**config.mk**
```make
export PLATFORM = sky130hd
export DESIGN_NAME = pcpi_initiator
export DESIGN_NICKNAME = d
export VERILOG_FILES = /design/src/rtl/pcpi_initiator.sv
export SDC_FILE = /design/constraint.sdc
export NUM_CORES = 1
export LEC_CHECK = 0
export BUFFER_PORTS_ARGS = -buffer_cell sky130_fd_sc_hd__buf_4
export CAP_MARGIN = 10
export CORE_MARGIN = 2
export CORE_UTILIZATION = 30
export DETAILED_ROUTE_END_ITERATION = 10
export PLACE_DENSITY = 0.61
export SYNTH_ARGS = -nofsm -noshare
export SYNTH_HDL_FRONTEND = slang
export SYNTH_SLANG_ARGS = --single-unit
```
**constraint.sdc**
```tcl
create_clock -name clock -period 2.8 [get_ports clock]
set_clock_uncertainty 0.1 [all_clocks]
set_input_delay 0.7 -clock clock [delete_from_list [all_inputs] [get_ports clock]]
set_output_delay 0.7 -clock clock [all_outputs]
set_load 0.01 [all_outputs]
```
**src/rtl/pcpi_initiator.sv**
```systemverilog
// Initiator end of the PCPI co-processor interface: one outstanding request,
// forwarded to a responder, answered as OK, TIMEOUT or HANG.
module pcpi_initiator #(
  parameter int unsigned TIMEOUT  = 16,
  parameter int unsigned WAIT_MAX = 1024
) (
  input  logic        clock,
  input  logic        resetn,
  input  logic        req_valid,
  output logic        req_ready,
  input  logic [31:0] req_insn,
  input  logic [31:0] req_rs1,
  input  logic [31:0] req_rs2,
  output logic        rsp_valid,
  input  logic        rsp_ready,
  output logic [31:0] rsp_rd,
  output logic        rsp_wr,
  output logic [1:0]  rsp_status,
  output logic        pcpi_valid,
  output logic [31:0] pcpi_insn,
  output logic [31:0] pcpi_rs1,
  output logic [31:0] pcpi_rs2,
  input  logic        pcpi_wr,
  input  logic [31:0] pcpi_rd,
  input  logic        pcpi_wait,
  input  logic        pcpi_ready
);

  localparam logic [1:0] S_IDLE = 2'd0;
  localparam logic [1:0] S_WAIT = 2'd1;
  localparam logic [1:0] S_RESP = 2'd2;

  localparam logic [1:0] ST_OK      = 2'b00;
  localparam logic [1:0] ST_TIMEOUT = 2'b01;
  localparam logic [1:0] ST_HANG    = 2'b10;

  localparam int unsigned TCW = $clog2(TIMEOUT + 1);
  localparam int unsigned WCW = $clog2(WAIT_MAX + 2);
  localparam logic [TCW-1:0] T_LAST = TCW'(TIMEOUT - 1);
  localparam logic [WCW-1:0] W_LAST = WCW'(WAIT_MAX - 1);
  localparam bit HANG_EN = (WAIT_MAX != 0);

  logic [1:0]     state_q, state_d;
  logic [31:0]    insn_q, insn_d, rs1_q, rs1_d, rs2_q, rs2_d;
  logic [31:0]    rd_q, rd_d;
  logic           wr_q, wr_d;
  logic [1:0]     status_q, status_d;
  logic [TCW-1:0] tcnt_q, tcnt_d;
  logic [WCW-1:0] wcnt_q, wcnt_d;
  logic           t_exp, h_exp;

  always_comb begin
    state_d  = state_q;
    insn_d   = insn_q;
    rs1_d    = rs1_q;
    rs2_d    = rs2_q;
    rd_d     = rd_q;
    wr_d     = wr_q;
    status_d = status_q;
    tcnt_d   = tcnt_q;
    wcnt_d   = wcnt_q;
    t_exp    = 1'b0;
    h_exp    = 1'b0;
    case (state_q)
      S_IDLE: begin
        if (req_valid) begin
          state_d = S_WAIT;
          insn_d  = req_insn;
          rs1_d   = req_rs1;
          rs2_d   = req_rs2;
          tcnt_d  = '0;
          wcnt_d  = '0;
        end
      end
      S_WAIT: begin
        t_exp = !pcpi_wait && (tcnt_q == T_LAST);
        h_exp = HANG_EN && (wcnt_q == W_LAST);
        // A ready in the same cycle as an expiry still counts as success.
        if (pcpi_ready) begin
          rd_d     = pcpi_rd;
          wr_d     = pcpi_wr;
          status_d = ST_OK;
          state_d  = S_RESP;
        end else if (t_exp || h_exp) begin
          rd_d     = '0;
          wr_d     = 1'b0;
          status_d = t_exp ? ST_TIMEOUT : ST_HANG;
          state_d  = S_RESP;
        end else begin
          if (pcpi_wait) begin
            tcnt_d = '0;
          end else if (tcnt_q != '1) begin
            tcnt_d = tcnt_q + TCW'(1);
          end
          if (wcnt_q != '1) begin
            wcnt_d = wcnt_q + WCW'(1);
          end
        end
      end
      S_RESP: begin
        if (rsp_ready) begin
          state_d = S_IDLE;
        end
      end
      default: state_d = S_IDLE;
    endcase
  end

  always_ff @(posedge clock or negedge resetn) begin
    if (!resetn) begin
      state_q  <= S_IDLE;
      insn_q   <= '0;
      rs1_q    <= '0;
      rs2_q    <= '0;
      rd_q     <= '0;
      wr_q     <= 1'b0;
      status_q <= ST_OK;
      tcnt_q   <= '0;
      wcnt_q   <= '0;
    end else begin
      state_q  <= state_d;
      insn_q   <= insn_d;
      rs1_q    <= rs1_d;
      rs2_q    <= rs2_d;
      rd_q     <= rd_d;
      wr_q     <= wr_d;
      status_q <= status_d;
      tcnt_q   <= tcnt_d;
      wcnt_q   <= wcnt_d;
    end
  end

  assign req_ready  = (state_q == S_IDLE);
  assign pcpi_valid = (state_q == S_WAIT);
  assign rsp_valid  = (state_q == S_RESP);
  assign pcpi_insn  = insn_q;
  assign pcpi_rs1   = rs1_q;
  assign pcpi_rs2   = rs2_q;
  assign rsp_rd     = rd_q;
  assign rsp_wr     = wr_q;
  assign rsp_status = status_q;

endmodule

```
==> flow_summary_export.csv <==
group,metric,value,unit
clock_network,cts_setup_buffers,0,
status,run_status,"complete, no violations",
setup_path,critical_path_class,"register to register",
grt,grt_max_degree,57,
setup_path,timing.critical_path.cells,"ha_1 -> and3_1 -> ha_1 -> nor2b_1 -> nor3_2 -> nand4b_1 -> o32ai_2",
setup_path,slowest_stage,"nor3_2",
clock_network,cts_root_buf,"clkbuf_16",
sta,tightest_slew,0.757,ns
synth,synth_ff_type,"dfrtp_1",
final_layout,area_growth,50.0,%
synth,synth_fa_ha_area_share,0.851,%
floorplan,start_util,30.4,%
floorplan,pin_count,269,
synth,synthXorXnorAreaFrac,0,%
drt,detail-route-antenna-nets,0,
power_and_ir_drop,clkPwrFrac,23.5,%
sta,fin_crit_sh,86.0,%
floorplan,core,19300,um2
power_and_ir_drop,internal_power,6.34,mW
setup_path,critPathLaunchType,"register",
power_and_ir_drop,power_density,1110,nW/um2
final_layout,diodes,0,
synth,synth-simple-area-share,24.0,%
clock_network,clkTransAtPathRegs,0.06,ns
clock_network,hold_buffers,0,
synth,synth_fp_nets,741,
flow_run,maxCapViolCount,0,
hold_path,hold_path_class,"input pin to async pin",
synth,yosysUniqueCellTypes,43,
place,port_buffers,268,
sta,slew_viol_final,0,
sta,finalSetupTns,0,ns
synth,synth_top_family_by_area,"simple AND/OR/NAND/NOR gates",
clock_network,clock_path_buffers,2,
synth,ys_seq_area_share,63.4,%
final_layout,final_area,8830,um2
floorplan,die_area,20800,um2
setup_path,worst-endpoint-arrival,2.63,ns
clock_network,cts_buffers,17,
drt,dr_total_vias,5083,
synth,syn_area,5880,um2
power_and_ir_drop,swShare,35.4,%
grt,grt-ovfl-total,0,
drt,wl_per_cell,14.5,um
clock_network,clk_latency,0.41,ns
final_layout,final_util,45.7,%
setup_path,critPathMaxStageDelay,0.50,ns
synth,synth-async-reset-ratio,100,%
clock_network,ctsResizeCount,0,
grt,antenna_found_initial,0,
final_layout,final_nets,1010,
drt,viasPerCell,4.42,
floorplan,rows,51,
power_and_ir_drop,combPwrFrac,39.5,%
drt,drtIter0Drc,301,
synth,synth_seq_cells,149,
power_and_ir_drop,p_seq_share,37.0,%
clock_network,clock_sinks,149,
clock_network,h-tree-depth,4,
setup_path,end_kind,"register",
place,place.gp.congestion,0.816,
synth,avgSynthCellArea,9.77,um2
setup_path,path_max_fanout,9,
sta,setup_viol,0,
grt,grt_pass1_vias,4933,
final_layout,drive_gt1_share,36.3,%
setup_path,crit_top_cell,"ha_1",
power_and_ir_drop,power.leakage,4.77,nW
floorplan,fp.dieH,144,um
sta,period_needed,2.41,ns
synth,synth_cells,602,
sta,rsz0062_at_grt,"false",
clock_network,tritoncts,"yes",
drt,drc_errors,0,
grt,grt_use_total,16.0,%
sta,slew_headroom,49.2,%
synth,muxShareOfSynthArea,0,%
power_and_ir_drop,max-vdd-ir-drop,0.501,mV
drt,routed_wl,16.6,mm
synth,synth_compound_area_share,8.91,%
power_and_ir_drop,p_switching,3.47,mW
place,place_area,8240,um2
place,hpwl,11.6,mm
synth,synth-edff-count,0,
synth,yosysWarnings,0,
setup_path,cp.required,3.02,ns
sta,finalHoldViolCount,0,
drt,drt-pass1-iter-count,4,
floorplan,die_x,144,um
grt,grt_pass1_wl,25.8,mm
sta,clock.fmax,415,MHz
cell families after synthesis:
logic type	after synthesis
AOI/OAI and AO/OA	65
adders and majority gates	4
and+or+nand+nor	345
DFF	149
buffers and inverters	39
final cells by class:
type	count	area [um2]
flip-flops and latches	149	3730
inverters	8	30.0
multi-input cells	414	2000
well taps	265	332
repair buffers	281	2150
fillers	1865	10500
clock buffers	20	447
clock inverters	12	144
per-layer routing:
| metal | up-vias | wire length (um) | GRT usage [%] |
|---|---|---|---|
| met3 | 17 | 1600 | 6.79 |
| met2 | 199 | 7630 | 24.8 |
| li1 | 2508 | - | - |
| met4 | 0 | 242 | 4.59 |
| met5 | - | 0 | 0 |
| met1 | 2359 | 7140 | 20.6 |
power groups by stage:
| stage | Clock (mW) | Sequential, mW | Combinational [mW] |
|---|---|---|---|
| finish | 2.31 | 3.63 | 3.88 |
| CTS | 2.37 | 3.64 | 3.96 |
| global placement | 0 | 3.66 | 3.89 |
| detailed placement | 0 | 3.65 | 3.96 |
| floorplan | 0 | 4.04 | 1.41 |
| global route | 2.48 | 3.76 | 4.31 |
flip-flops by register name, summed over array words and instances, names as in the netlist:
register and cells:
rsp_wr 1, rsp_status 2, pcpi_rs1 32, wcnt_q 11, pcpi_insn 32, pcpi_rs2 32, rsp_rd 32, tcnt_q 5
state_q 2
cells in the final DEF, fill, tap and decap left out, drive strengths merged, types with 4 or more instances in the layout:
cell type,instances
a21oi,5
a22o,33
a31oi,6
and3,6
buf,281
clkbuf,20
dfrtp,149
ha,4
inv,12
nand2,298
nand3,6
nor2,5
nor3,5
o21ai,8
through the flow:
stage / setup WS, ns / hold WS [ns] / cells / total power, mW
final: 0.391 / 0.131 / 1149 / 9.81
after detailed placement: 0.406 / 0.363 / 1117 / 7.61
after floorplan: 0.581 / 0.304 / 602 / 5.45
after global placement: 0.440 / 0.360 / 1117 / 7.55
after global routing: 0.243 / 0.161 / 1149 / 10.5
after CTS: 0.392 / 0.153 / 1149 / 9.97
synthesized netlist by cell type (2+ instances only):
master	number	area [um2]
nand2_1	298	1120
dfrtp_1	149	3730
a22o_1	33	289
clkbuf_1	22	82.6
inv_1	7	26.3
a31oi_1	6	37.5
and3_1	6	37.5
nand3_1	6	30.0
buf_2	5	25.0
nor2_1	5	18.8
o21ai_0	5	25.0
a21oi_1	4	20.0
ha_1	4	50.1
nor3_1	4	20.0
a211o_1	3	26.3
and2_1	3	18.8
buf_4	3	22.5
nand4b_1	3	26.3
nor3b_1	3	22.5
nor4_1	3	18.8
or3_1	3	18.8
nand2b_1	2	12.5
nand4_1	2	12.5
nor2b_1	2	12.5
o21ai_2	2	17.5
o2bb2ai_1	2	17.5
worst paths after layout:
kind / from / endpoint / slack [ns] / cells past startpoint
hold reg to reg: pcpi_rs2[28]$_DFFE_PN0P_ / pcpi_rs2[28]$_DFFE_PN0P_ / 0.37 / 2
setup reg to reg: tcnt_q[0]$_DFFE_PN0P_ / tcnt_q[2]$_DFFE_PN0P_ / 0.39 / 7
setup / recovery: tcnt_q[0]$_DFFE_PN0P_ / tcnt_q[2]$_DFFE_PN0P_ / 0.39 / 7
min in group clock: req_rs2[2] / pcpi_rs2[2]$_DFFE_PN0P_ / 0.36 / 3
hold / removal: resetn / rsp_rd[20]$_DFFE_PN0P_ / 0.13 / 1
max in group asynchronous: resetn / rsp_rd[14]$_DFFE_PN0P_ / 1.65 / 2
worst max-delay path, delay by kind of cell, from the launching register on:
family | cells | cell delay (ns)
AO/OA/AOI/OAI | 1 | 0.25
AND/OR/NAND/NOR | 4 | 1.15
flip-flops | 1 | 0.40
adder cells (fa/ha/maj) | 2 | 0.41
No activity file was read; power rests on OpenSTA's default activity.
